==> src/rtl/lcd_mode_scheduler_pkg.sv <==
// Shared types and defaults for the LCD mode scheduler and its helpers.
package lcd_mode_scheduler_pkg;

    localparam int unsigned NUM_CHARS  = 32;
    localparam logic [7:0]  BLANK_CHAR = 8'h20;

    typedef enum logic [1:0] {
        MODE_WATCH = 2'd0,
        MODE_SET   = 2'd1,
        MODE_ALARM = 2'd2,
        MODE_STOP  = 2'd3
    } mode_e;

    typedef enum logic [1:0] {
        StIdle  = 2'd0,
        StFetch = 2'd1,
        StSend  = 2'd2
    } state_e;

    // One-hot request on the low three switches picks modes 1..3; anything else is mode 0.
    function automatic mode_e decode_mode(input logic [3:0] dip_sw);
        mode_e m;
        case (dip_sw)
            4'b0001: m = MODE_SET;
            4'b0010: m = MODE_ALARM;
            4'b0100: m = MODE_STOP;
            default: m = MODE_WATCH;
        endcase
        return m;
    endfunction

endpackage

==> src/rtl/sw_pulse_router.sv <==
// Rising-edge detector on the button levels, routed to the active mode block only.
module sw_pulse_router
    import lcd_mode_scheduler_pkg::*;
(
    input  logic       clk,
    input  logic       rst,
    input  logic [3:0] sw_in,
    input  mode_e      mode,
    output logic [3:0] sw_pulse0,
    output logic [3:0] sw_pulse1,
    output logic [3:0] sw_pulse2,
    output logic [3:0] sw_pulse3
);

    logic [3:0] prev_q;
    logic [3:0] sw_rise;

    // Previous button levels; all-ones on reset so a button held through reset never pulses.
    always_ff @(posedge clk) begin
        if (rst) begin
            prev_q <= 4'hF;
        end else begin
            prev_q <= sw_in;
        end
    end

    assign sw_rise = sw_in & ~prev_q;

    // Route rises to the committed mode; mode is registered, so a commit cycle still goes old.
    always_comb begin
        sw_pulse0 = 4'b0000;
        sw_pulse1 = 4'b0000;
        sw_pulse2 = 4'b0000;
        sw_pulse3 = 4'b0000;
        case (mode)
            MODE_WATCH: sw_pulse0 = sw_rise;
            MODE_SET:   sw_pulse1 = sw_rise;
            MODE_ALARM: sw_pulse2 = sw_rise;
            MODE_STOP:  sw_pulse3 = sw_rise;
            default:    ;
        endcase
    end

endmodule

==> src/rtl/lcd_mode_scheduler.sv <==
// Frame scheduler: commits the requested mode between frames and streams one frame of
// characters to the LCD driver, blanking the first frame after a mode change.
module lcd_mode_scheduler #(
    parameter int unsigned NUM_CHARS  = lcd_mode_scheduler_pkg::NUM_CHARS,
    parameter logic [7:0]  BLANK_CHAR = lcd_mode_scheduler_pkg::BLANK_CHAR
) (
    input  logic       clk,
    input  logic       rst,
    input  logic [3:0] dip_sw,
    input  logic [3:0] sw_in,
    input  logic [7:0] data_mode0,
    input  logic [7:0] data_mode1,
    input  logic [7:0] data_mode2,
    input  logic [7:0] data_mode3,
    input  logic       char_ready,
    output logic       char_valid,
    output logic [7:0] char_data,
    output logic [4:0] index_char,
    output logic [3:0] sw_pulse0,
    output logic [3:0] sw_pulse1,
    output logic [3:0] sw_pulse2,
    output logic [3:0] sw_pulse3,
    output logic [1:0] mode,
    output logic       frame_done
);

    import lcd_mode_scheduler_pkg::*;

    localparam logic [4:0] LAST_INDEX = 5'(NUM_CHARS - 1);

    state_e     state_q, state_d;
    mode_e      mode_q, mode_d;
    logic       blank_q, blank_d;
    // Set by reset so the first frame after reset is never blanked.
    logic       first_q, first_d;
    logic [4:0] index_q, index_d;
    logic [7:0] data_q, data_d;
    logic [7:0] sel_data;
    logic       xfer;
    logic       last_char;

    assign xfer      = (state_q == StSend) && char_ready;
    assign last_char = (index_q == LAST_INDEX);

    // Pick the active mode block's character for the current index.
    always_comb begin
        sel_data = data_mode0;
        case (mode_q)
            MODE_WATCH: sel_data = data_mode0;
            MODE_SET:   sel_data = data_mode1;
            MODE_ALARM: sel_data = data_mode2;
            MODE_STOP:  sel_data = data_mode3;
            default:    sel_data = data_mode0;
        endcase
    end

    // Next-state logic: one IDLE cycle per frame, then FETCH/SEND per character.
    always_comb begin
        state_d = state_q;
        mode_d  = mode_q;
        blank_d = blank_q;
        first_d = first_q;
        index_d = index_q;
        data_d  = data_q;
        case (state_q)
            StIdle: begin
                mode_d  = decode_mode(dip_sw);
                blank_d = !first_q && (mode_d != mode_q);
                first_d = 1'b0;
                index_d = 5'd0;
                state_d = StFetch;
            end
            StFetch: begin
                data_d  = blank_q ? BLANK_CHAR : sel_data;
                state_d = StSend;
            end
            StSend: begin
                if (char_ready) begin
                    if (last_char) begin
                        index_d = 5'd0;
                        state_d = StIdle;
                    end else begin
                        index_d = index_q + 5'd1;
                        state_d = StFetch;
                    end
                end
            end
            default: state_d = StIdle;
        endcase
    end

    // State registers with synchronous reset.
    always_ff @(posedge clk) begin
        if (rst) begin
            state_q <= StIdle;
            mode_q  <= MODE_WATCH;
            blank_q <= 1'b0;
            first_q <= 1'b1;
            index_q <= 5'd0;
            data_q  <= 8'h00;
        end else begin
            state_q <= state_d;
            mode_q  <= mode_d;
            blank_q <= blank_d;
            first_q <= first_d;
            index_q <= index_d;
            data_q  <= data_d;
        end
    end

    assign char_valid = (state_q == StSend);
    assign char_data  = data_q;
    assign index_char = index_q;
    assign mode       = mode_q;
    // A reset edge aborts the transfer, so the last-character pulse is suppressed too.
    assign frame_done = xfer && last_char && !rst;

    sw_pulse_router u_sw_pulse_router (
        .clk       (clk),
        .rst       (rst),
        .sw_in     (sw_in),
        .mode      (mode_q),
        .sw_pulse0 (sw_pulse0),
        .sw_pulse1 (sw_pulse1),
        .sw_pulse2 (sw_pulse2),
        .sw_pulse3 (sw_pulse3)
    );

endmodule
==> config.mk <==
export PLATFORM = sky130hd
export DESIGN_NAME = lcd_mode_scheduler
export DESIGN_NICKNAME = d
export VERILOG_FILES = /design/src/rtl/lcd_mode_scheduler_pkg.sv /design/src/rtl/sw_pulse_router.sv /design/src/rtl/lcd_mode_scheduler.sv
export SDC_FILE = /design/constraint.sdc
export NUM_CORES = 1
export LEC_CHECK = 0
export ABC_AREA = 1
export BUFFER_PORTS_ARGS = -buffer_cell sky130_fd_sc_hd__buf_2
export CORE_MARGIN = 5
export CORE_UTILIZATION = 45
export DETAILED_ROUTE_END_ITERATION = 12
export PLACE_DENSITY = 0.86
export SLEW_MARGIN = 0
export SYNTH_ARGS = -nofsm -noshare
export SYNTH_HDL_FRONTEND = slang
export SYNTH_HIERARCHICAL = 1
export SYNTH_SLANG_ARGS = --single-unit
export TNS_END_PERCENT = 1
==> constraint.sdc <==
create_clock -name clk -period 3.6 [get_ports clk]
set_input_delay 1.08 -clock clk [delete_from_list [all_inputs] [get_ports clk]]
set_output_delay 1.08 -clock clk [all_outputs]
set_load 0.02 [all_outputs]
Word level (Yosys, flattened, before mapping). Index checks and enable logic that the tools add are counted.

Register bits after elaboration: 23. Bits in latches: 0. Memory bits (writable): 0. Bits in read-only memories: 0. Input bits: 43. Output and inout bits: 33. Logic and storage cells: 45. Memories kept: 0.

Add/subtract/negate cells: 1. Multiply operators: 0. Divide/modulo/power cells: 0. $lt $le $gt $ge: 0. Equality and inequality tests: 11. Shifts and indexed selects: 0. Multiplexer cells: 14. Bitwise operators: 2. Reductions and logical operators: 10.

Operators with widths (number): $pmux W8 S4 (1); $mux W4 (4); $pmux W2 S3 (2); $mux W5 (2); $pmux W5 S2 (1); $mux W8 (1); $eq A2 B2 Y1 const B (3); $add A5 B1 Y5 const B (1); $eq A5 B5 Y1 const B (1); $and A4 B4 Y4 (1); $eq A2 B1 Y1 const B (2); $eq A4 B1 Y1 const B (1); $eq A4 B2 Y1 const B (1); $eq A4 B3 Y1 const B (1); $logic_and A1 B1 Y1 (4); $logic_not A2 Y1 (2); $mux W2 (2); $not A4 Y4 (1); $logic_not A1 Y1 (2); $ne A2 B2 Y1 (1); $ne A2 B2 Y1 const B (1); $reduce_and A2 Y1 (1); $reduce_bool A2 Y1 (1); $mux W1 (1).

Depth between registers and ports, before layout. Gate-level depths: netlist of run 1.

Word-level depth: 5. Gate-level depth with buffers: 8. Mapped depth without buffers: 8.

Modules after synthesis. Netlist of run 1, hierarchy kept.

Modules (own cells, without submodules): lcd_mode_scheduler (times used 1, cells an instance 153, area an instance 1062.3 um2); sw_pulse_router (times used 1, cells an instance 38, area an instance 217.7 um2).

Least setup slack after synthesis of run 1. OpenSTA, ideal clock, no wires.

Path type: in2out. From: input rst. To: output frame_done. Arrival time: 1.570 ns. Data required time: 2.520 ns. Path slack: 0.950 ns. Stages: 2. Path through: clkbuf_1 nor2_1.

Cells in the longest elaborated chain, start to end: 2.

Ends and longest elaborated chain: start: declaration (RTL line lcd_mode_scheduler.sv:8) `input logic rst,`; $logic_not A1 Y1 (RTL line lcd_mode_scheduler.sv:116) `assign frame_done = xfer && last_char && !rst;`; $logic_and A1 B1 Y1 (RTL line lcd_mode_scheduler.sv:116); end: declaration (RTL line lcd_mode_scheduler.sv:24) `output logic frame_done`.

No other way between the ends.

Final worst setup path of run 1.
From: register index_q[0], in the netlist index_char[0]. To: output frame_done.

Cells in the longest elaborated chain, start to end: 3.

Ends and longest elaborated chain: start: declaration (RTL line lcd_mode_scheduler.sv:36) `logic [4:0] index_q, index_d;`; start signal: assignment (RTL line lcd_mode_scheduler.sv:106) `index_q <= index_d;`; $eq A5 B5 Y1 (RTL line lcd_mode_scheduler.sv:43) `assign last_char = (index_q == LAST_INDEX);`; $logic_and A1 B1 Y1 (2 in series) (RTL line lcd_mode_scheduler.sv:116).

No other way between the ends.

==> impl_metrics.json, run 1 <==
{
  "netlist.area_leader.share_pct": 35.97,
  "placed_cell_area_mm2": 0.001683,
  "synth-async-reset-ratio_pct": 0,
  "grt.total_usage_pct": 15.98,
  "grt_max_degree": 18,
  "ys_ff_latch": 23,
  "fp.dieH_um": 63.33,
  "ys_types": 24,
  "p_int_uw": 411.6,
  "first_global_vias": 1344,
  "wirelength_mm": 3.372,
  "post_cts_resized": 0,
  "crit_required_ns": 2.52,
  "start_kind": "flip-flop",
  "power.leakage_nw": 0.8814,
  "hpwl_mm": 2.715,
  "stdcell_count": 299,
  "via_count": 1483,
  "p_per_area_mw_per_mm2": 388.1,
  "grt_overflow": 0,
  "avgSynthCellArea_um2": 6.701,
  "ant_nets": 0,
  "ir_worst_vdd_v": 0.0002881,
  "synth_area_mm2": 0.001280,
  "tightest_slew_ns": 0.4227,
  "p_clk_share_pct": 17.3,
  "cts_made_buffers": 3,
  "drt_iter0_drc": 27,
  "clockBufferDepth": 2,
  "synth_edf_count": 0,
  "core_area_mm2": 0.002734,
  "worstPathMaxFanout": 5,
  "setup_ws_ns": 0.8194,
  "die-area_mm2": 0.004011,
  "utilization_pct": 62.52,
  "place_ws_ns": 0.9223,
  "cts_setup_buffers": 0,
  "pwr-share-comb_pct": 35.7,
  "root_buffer": "clkbuf_4",
  "criticalPathCategory": "flip-flop to output port",
  "antenna_found_initial": 0,
  "critPathArrivalTime_ns": 1.70,
  "tns_ns": 0,
  "outcome": "completed",
  "synth_nets": 236,
  "finalCriticalPeriod_ns": 2.781,
  "fin_area_mm2": 0.001709,
  "clock_latency_ns": 0.30,
  "yosysTopAreaCell": "dfxtp_1",
  "die_width_um": 63.33,
  "fp-row-count": 19,
  "routed_via_density": 4.960,
  "io_buffers": 75,
  "setup_viol": 0,
  "clock_sinks": 23,
  "hold_viol_final": 0,
  "num_antenna_cells": 0,
  "dr.pass1.iters": 4,
  "wl_per_cell_um": 11.28,
  "endpoint_kind": "output port",
  "fin_hold_ws_ns": 0.4764,
  "min_path_type": "flip-flop to flip-flop",
  "synth.top_cells.by_count": "nand2_1, nor2_1, dfxtp_1",
  "p_sw_share_pct": 37.94,
  "grt_pass1_wl_mm": 5.513,
  "pwr-share-seq_pct": 47.0,
  "slew_headroom_pct": 71.78,
  "syn_to_final_growth_pct": 33.53,
  "clock_skew_ns": 0.003139,
  "ios": 76,
  "synth_area_leaders": "dfxtp_1, nand2_1, nor2_1, a21oi_1, nand3_1",
  "ys.flop_type": "dfxtp_1",
  "seq_area_frac_synth_pct": 35.97,
  "clk_pin_slew_ns": 0.12,
  "p_switching_uw": 251.7,
  "synth_cells": 191,
  "fmax_mhz": 359.6,
  "postCtsHoldBufs": 0,
  "cts_tree": "built",
  "initial_utilization_pct": 46.82,
  "slew_viol_final": 0,
  "rsz0062_at_grt": "no",
  "place_inst": 295,
  "synth_warnings": 6,
  "gp_congestion": 0.7657,
  "drv_cap": 0,
  "finalPower_uw": 663.3,
  "remaining_drc_errors": 0,
  "drive_gt1_share_pct": 34.70,
  "final_nets": 314,
  "yosysMostFrequentCell": "nand2_1",
  "h-tree-depth": 1,
  "period_share_pct": 77.24
}
==> routing by layer <==
| layer | vias up | wire length, um | track usage, % |
|---|---|---|---|
| li1 | 780 | - | - |
| met3 | 6 | 376 | 4.618 |
| met1 | 625 | 1414 | 19.46 |
| met2 | 72 | 1568 | 27.79 |
| met4 | 0 | 13 | 3.117 |
| met5 | - | 0 | 0 |
==> placed cells by master, fill, tap and decap left out, types with 3 or more instances in the layout <==
cell	instances
inv_1	18
nand2_1	44
or2_2	4
nor2_4	3
buf_2	75
a21oi_1	16
clkbuf_4	3
dfxtp_1	23
nor2_1	28
o21ai_0	14
nand3_1	15
o211ai_1	7
==> state kept, by name, indices dropped and copies added, names as in the netlist <==
name and flops:
blank_q 1, u_sw_pulse_router/prev_q 4, first_q 1, mode 2, state_q 2, index_char 5, char_data 8
==> final timing paths <==
| check | startpoint | slack, ns | to | cells after the start |
|---|---|---|---|---|
| worst max register to register | mode[1]$_SDFFE_PP0P_ | 2.15 | char_data[0]$_SDFFE_PP0N_ | 6 |
| worst max-delay path | index_char[0]$_SDFFE_PP0P_ | 0.82 | frame_done | 7 |
| worst min-delay path | char_data[2]$_SDFFE_PP0N_ | 0.48 | char_data[2]$_SDFFE_PP0N_ | 2 |
| worst min register to register | char_data[2]$_SDFFE_PP0N_ | 0.48 | char_data[2]$_SDFFE_PP0N_ | 2 |
==> cells by family (layout without fill, tap and decap cells) <==
group	Yosys count	count (layout)	synth area share, %
and+or+nand+nor	102	102	36.75
AOI/OAI and AO/OA	40	40	17.50
DFF	23	23	35.97
buffers and inverters	23	100	7.135
adders and majority gates	2	2	1.955
xor gates and xnor gates	1	1	0.6844
==> critical path, cell delays in order, from the launching register on <==
cell     delay [ns]
dfxtp_1        0.41
ha_1           0.19
nand2_1        0.09
nor2_1         0.11
ha_1           0.25
nand3_1        0.10
nor2_1         0.08
buf_2          0.16
==> layout make-up <==
cell class / instances / area (um2)
inverter: 21 / 80.08
tap: 31 / 38.79
sequential: 23 / 460.4
multi-input combinational: 145 / 728.2
timing repair buffer: 75 / 375.4
fill: 279 / 1025
clock buffer: 4 / 26.28
==> power by group through the flow <==
stage          Clock [mW]  Combinational, mW  Sequential (mW)
3_5_place_dp            0              0.238            0.317
6_report            0.115              0.237            0.312
5_1_grt             0.130              0.264            0.316
3_3_place_gp            0              0.234            0.316
2_1_floorplan           0              0.140            0.337
4_1_cts             0.119              0.238            0.311
No activity file was read; power rests on OpenSTA's default activity.
==> run 2: changes to the inputs <==
--- a/config.mk
+++ b/config.mk
@@ -5,12 +5,12 @@
 export SDC_FILE = /design/constraint.sdc
 export NUM_CORES = 1
 export LEC_CHECK = 0
-export ABC_AREA = 1
+export ABC_AREA = 0
 export BUFFER_PORTS_ARGS = -buffer_cell sky130_fd_sc_hd__buf_2
 export CORE_MARGIN = 5
-export CORE_UTILIZATION = 45
+export CORE_UTILIZATION = 44
 export DETAILED_ROUTE_END_ITERATION = 12
-export PLACE_DENSITY = 0.86
+export PLACE_DENSITY = 0.82
 export SLEW_MARGIN = 0
 export SYNTH_ARGS = -nofsm -noshare
 export SYNTH_HDL_FRONTEND = slang
==> constraint.sdc (replaced) <==
create_clock -name clk -period 2.9 [get_ports clk]
set_input_delay 0.87 -clock clk [delete_from_list [all_inputs] [get_ports clk]]
set_output_delay 0.87 -clock clk [all_outputs]
set_load 0.02 [all_outputs]
==> run 2 against run 1 <==
Net effect: clock skew shrank 0.0015 ns; combinational power decreased by 36%; worst setup slack lost 0.61 ns; largest cell class unchanged.
==> impl_metrics.json, run 2 <==
{
  "min_path_type": "flip-flop to flip-flop",
  "ys_ff_latch": 23,
  "drive_gt1_share_pct": 50.97,
  "post_cts_resized": 0,
  "hold_depth": 2,
  "slew_headroom_pct": 34.25,
  "yosysTopAreaCell": "dfxtp_1",
  "fp.dieH_um": 66.13,
  "synth_cells": 135,
  "final_nets": 252,
  "finalCriticalPeriod_ns": 2.686,
  "crit_required_ns": 2.03,
  "hpwl_mm": 2.582,
  "antenna_found_initial": 0,
  "core_area_mm2": 0.003028,
  "cts_made_buffers": 3,
  "r2r_end": "char_data[4]$_SDFFE_PP0N_",
  "min_from": "first_q$_SDFFE_PP1P_",
  "drt_iter0_drc": 86,
  "synth_area_mm2": 0.001386,
  "synth.area.mux_share_pct": 13.27,
  "fp-row-count": 20,
  "dr.pass1.iters": 4,
  "critPathArrivalTime_ns": 1.82,
  "clock_sinks": 23,
  "criticalPathCategory": "flip-flop to output port",
  "synth_nets": 180,
  "hold_end": "first_q$_SDFFE_PP1P_",
  "synth_warnings": 6,
  "rsz0062_at_grt": "no",
  "wirelength_mm": 3.234,
  "synth_top_family_by_area": "simple AND/OR/NAND/NOR gates",
  "hold_viol_final": 0,
  "synth_edf_count": 0,
  "setup_viol": 0,
  "synth_fa_ha_area_share_pct": 1.805,
  "ios": 76,
  "avgSynthCellArea_um2": 10.27,
  "synth.top_cells.by_count": "dfxtp_1, nor2_1",
  "h-tree-depth": 1,
  "postCtsHoldBufs": 0,
  "gp_congestion": 0.7597,
  "synth_compound_area_share_pct": 11.10,
  "fmax_mhz": 372.3,
  "wl_per_cell_um": 12.94,
  "grt_max_degree": 31,
  "final_cell_mix": "buf_2, dfxtp_1, nor2_1",
  "power.leakage_nw": 0.8303,
  "slew_viol_final": 0,
  "endpoint_kind": "output port",
  "ys_types": 36,
  "ir_worst_vdd_v": 0.0001410,
  "clock_skew_ns": 0.001631,
  "stdcell_count": 250,
  "outcome": "completed",
  "initial_utilization_pct": 45.79,
  "first_global_vias": 1202,
  "io_buffers": 75,
  "grt.total_usage_pct": 15.01,
  "syn_to_final_growth_pct": 28.88,
  "r2r_start": "mode[0]$_SDFFE_PP0P_",
  "clock_latency_ns": 0.29,
  "start_kind": "flip-flop",
  "die-area_mm2": 0.004373,
  "cts_setup_buffers": 0,
  "synth_area_leaders": "dfxtp_1, mux4_2, and4bb_2, nor4b_2, nor2_1",
  "routed_via_density": 5.260,
  "synth_simple_gate_area_share_pct": 32.31,
  "worstPathMaxFanout": 30,
  "ant_nets": 0,
  "place_inst": 246,
  "ys.flop_type": "dfxtp_1",
  "p_per_area_mw_per_mm2": 363.9,
  "grt_overflow": 0,
  "tightest_slew_ns": 0.9849,
  "cts_tree": "built",
  "final_common_cell": "buf_2",
  "root_buffer": "clkbuf_4",
  "synth-xor-area-share_pct": 3.159,
  "via_count": 1315,
  "num_antenna_cells": 0,
  "seq_area_frac_synth_pct": 33.21,
  "grt_pass1_wl_mm": 5.285,
  "tns_ns": 0,
  "synth-async-reset-ratio_pct": 0,
  "clockBufferDepth": 2,
  "clk_pin_slew_ns": 0.12,
  "yosysMostFrequentCell": "dfxtp_1",
  "rr_worst_depth": 4,
  "remaining_drc_errors": 0,
  "period_share_pct": 92.61,
  "largest_reg_flops": 8,
  "drv_cap": 0,
  "ff2ff_setup_slack_ns": 1.00,
  "die_width_um": 66.13,
  "netlist.area_leader.share_pct": 33.21
}
## run 2: changes by cell type after synthesis, moves of 5 or more
cell,previous run,this run
nand2_1,44,3
inv_1,18,0
nor2_1,28,15
nand3_1,15,5
a21oi_1,16,7
o21ai_0,14,6
a22oi_1,0,7
and4bb_2,0,7
mux4_2,0,7
o211ai_1,7,0
and4b_1,0,5
## run 2: worst max-delay path: stages (launching register included)
cell and delay [ns]:
dfxtp_1 0.99, and4bb_2 0.36, buf_2 0.17
## run 2: cell families (layout without fill, tap and decap cells)
family	Yosys count	count (layout)
and+or+nand+nor	62	62
DFF	23	23
AOI/OAI and AO/OA	25	25
xor gates and xnor gates	5	5
buffers and inverters	10	81
adders and majority gates	2	2
muxes	8	8
## run 2: metrics by stage
stage                     power, mW  hold WS [ns]  cell area, um2  utilization, %  setup slack (ns)
after floorplan              0.4607        0.4439            1386               -            0.4469
after global placement       0.5145        0.4596            1760           58.14            0.5660
after detailed placement     0.5175        0.4753            1760           58.14            0.5320
after CTS                    0.6594        0.4943            1787           59.01            0.1840
after global routing         0.6917        0.5077            1787           59.01           0.03859
final                        0.6502        0.4857            1787           59.01            0.2143
## run 2: how the worst max path moves through the flow
| stage | from | end | slack (ns) | cells past startpoint |
|---|---|---|---|---|
| after floorplan | sw_in[3] | sw_pulse2[3] | 0.45 | 1 |
| after global placement | mode[1]$_SDFFE_PP0P_ | sw_pulse2[2] | 0.57 | 2 |
| after detailed placement | mode[1]$_SDFFE_PP0P_ | sw_pulse2[2] | 0.53 | 2 |
| after CTS | mode[1]$_SDFFE_PP0P_ | sw_pulse2[2] | 0.18 | 2 |
| after global routing | mode[1]$_SDFFE_PP0P_ | sw_pulse2[2] | 0.04 | 2 |
| final | mode[1]$_SDFFE_PP0P_ | sw_pulse2[2] | 0.21 | 2 |
## run 2: per-layer routing
metal	vias to the layer above	global-route usage (%)	part of all wire (%)
met2	31	25.90	49
met4	0	2.792	0.12
met1	627	18.70	44
met3	2	4.082	6.2
li1	655	-	-
met5	-	0	0
## run 2: layout make-up
class	count	area (um2)
Multi-Input combinational cell	102	854.6
Tap cell	44	55.05
Clock buffer	4	26.28
Fill cell	294	1241
Sequential cell	23	460.4
Timing Repair Buffer	77	390.4
## run 2: report_power, final
part / leakage [nW] / switching, mW / total (mW) / internal [mW]
Sequential: 0.189 / 0.0242 / 0.359 / 0.335
Combinational: 0.627 / 0.0746 / 0.151 / 0.0761
Clock: 0.0150 / 0.0871 / 0.141 / 0.0535
Total: 0.830 / 0.186 / 0.650 / 0.464
==> run 3: changes to the inputs <==
--- a/config.mk
+++ b/config.mk
@@ -10,7 +10,7 @@
 export CORE_MARGIN = 5
 export CORE_UTILIZATION = 44
 export DETAILED_ROUTE_END_ITERATION = 12
-export PLACE_DENSITY = 0.82
+export PLACE_DENSITY = 0.78
 export SLEW_MARGIN = 0
 export SYNTH_ARGS = -nofsm -noshare
 export SYNTH_HDL_FRONTEND = slang
==> run 3 against run 2 <==
Net effect: sequential power about the same; total power up 0.78%; fmax about the same; sequential cell count unchanged; first-iteration DRC count down 41%; highest routed layer unchanged.
==> impl_metrics.json, run 3 (synthesized netlist as in run 2, its figures left out) <==
{
  "outcome": "completed",
  "slew_viol_final": 0,
  "hold_viol_final": 0,
  "ios": 76,
  "clock_skew_ns": 0.001015,
  "path_buf_inv": 1,
  "ir_worst_vdd_v": 0.0002012,
  "postCtsHoldBufs": 0,
  "grt.total_usage_pct": 16.48,
  "cts_tree": "built",
  "routed_via_density": 5.204,
  "period_share_pct": 92.53,
  "wl_per_cell_um": 13.36,
  "num_antenna_cells": 0,
  "cts_made_buffers": 3,
  "wirelength_mm": 3.340,
  "power.leakage_nw": 0.8330,
  "die-area_mm2": 0.004373,
  "min_path_type": "flip-flop to flip-flop",
  "critPathArrivalTime_ns": 1.81,
  "first_global_vias": 1280,
  "crit_family": "flip-flops",
  "hpwl_mm": 2.646,
  "final_nets": 252,
  "dr.pass1.iters": 4,
  "drt_iter0_drc": 51,
  "p_per_area_mw_per_mm2": 366.5,
  "grt_overflow": 0,
  "setup_viol": 0,
  "cpMaxStageDelayCell": "dfxtp_1",
  "fp.dieH_um": 66.13,
  "grt_max_degree": 31,
  "drive_gt1_share_pct": 51.46,
  "core_area_mm2": 0.003028,
  "remaining_drc_errors": 0,
  "final_common_cell": "buf_2",
  "clock_sinks": 23,
  "clockBufferDepth": 2,
  "worstPathMaxFanout": 30,
  "slowest_delay_ns": 0.98,
  "die_width_um": 66.13,
  "io_buffers": 75,
  "h-tree-depth": 1,
  "antenna_found_initial": 0,
  "clk_pin_slew_ns": 0.12,
  "endpoint_kind": "output port",
  "crit_required_ns": 2.03,
  "ant_nets": 0,
  "final_cell_mix": "buf_2, dfxtp_1, nor2_1",
  "fmax_mhz": 372.7,
  "syn_to_final_growth_pct": 28.97,
  "root_buffer": "clkbuf_4",
  "initial_utilization_pct": 45.79,
  "drv_cap": 0,
  "crit_chain": "and4bb_2 -> buf_2",
  "tightest_slew_ns": 0.9766,
  "via_count": 1301,
  "rsz0062_at_grt": "no",
  "fin_hold_ws_ns": 0.4967,
  "slew_headroom_pct": 34.80,
  "post_cts_resized": 0,
  "tns_ns": 0,
  "gp_congestion": 0.7385,
  "fp-row-count": 20,
  "cts_setup_buffers": 0,
  "grt_pass1_wl_mm": 5.685,
  "start_kind": "flip-flop",
  "finalCriticalPeriod_ns": 2.683,
  "criticalPathCategory": "flip-flop to output port",
  "clock_latency_ns": 0.31,
  "largest_reg_flops": 8,
  "fill_cells": 297
}
==> run 3: cell count changes in the layout (fill, tap and decap cells not counted), sizes merged <==
cell    previous run  this run
clkinv             0         1
clkbuf             4         3
==> run 3: final timing paths <==
kind / startpoint / endpoint / slack, ns / cells after the start
setup / recovery: mode[1]$_SDFFE_PP0P_ / sw_pulse2[2] / 0.22 / 2
setup reg to reg: mode[0]$_SDFFE_PP0P_ / char_data[3]$_SDFFE_PP0N_ / 1.00 / 4
hold / removal: first_q$_SDFFE_PP1P_ / first_q$_SDFFE_PP1P_ / 0.50 / 2
hold reg to reg: first_q$_SDFFE_PP1P_ / first_q$_SDFFE_PP1P_ / 0.50 / 2
==> run 3: worst register-to-register path: cells and delay by family (launching register included) <==
| kind | cells | cell delay, ns |
|---|---|---|
| compound gates | 1 | 0.17 |
| flops | 1 | 0.74 |
| mux | 1 | 0.52 |
| buf+inv | 1 | 0.32 |
| simple gates | 1 | 0.06 |
==> run 3: power by group <==
group / leakage, nW / total (mW) / internal, mW / switching [mW]
sequential: 0.189 / 0.359 / 0.335 / 0.0245
combinational: 0.627 / 0.151 / 0.0761 / 0.0750
clock: 0.0177 / 0.145 / 0.0515 / 0.0934
==> run 3: per-stage QoR <==
stage          std cells  power (mW)  worst slack, ns  cell area (um2)  utilization (%)
2_1_floorplan        135      0.4607           0.4469             1386                -
3_3_place_gp         246      0.5158           0.5690             1760            58.14
3_5_place_dp         246      0.5182           0.5448             1760            58.14
4_1_cts              250      0.6638           0.1810             1788            59.05
5_1_grt              250      0.6973          0.06741             1788            59.05
6_report             250      0.6553           0.2165             1788            59.05
==> run 3: per-layer routing <==
layer  part of all wire [%]  GRT usage, %  vias up  wire length, um
met5                      0             0        -                0
met4                   0.39         3.046        0               13
met3                    7.2         5.272        2              242
met2                     50         28.75       39             1664
met1                     42         19.79      604             1419
li1                       -             -      656                -
==> run 3: cell type report <==
class	instances	area (um2)	share of cell area, %
Timing Repair Buffer	77	390.4	21.83
Sequential cell	23	460.4	25.75
Tap cell	44	55.05	3.079
Clock inverter	1	5.005	0.2799
Clock buffer	3	22.52	1.260
Multi-Input combinational cell	102	854.6	47.80
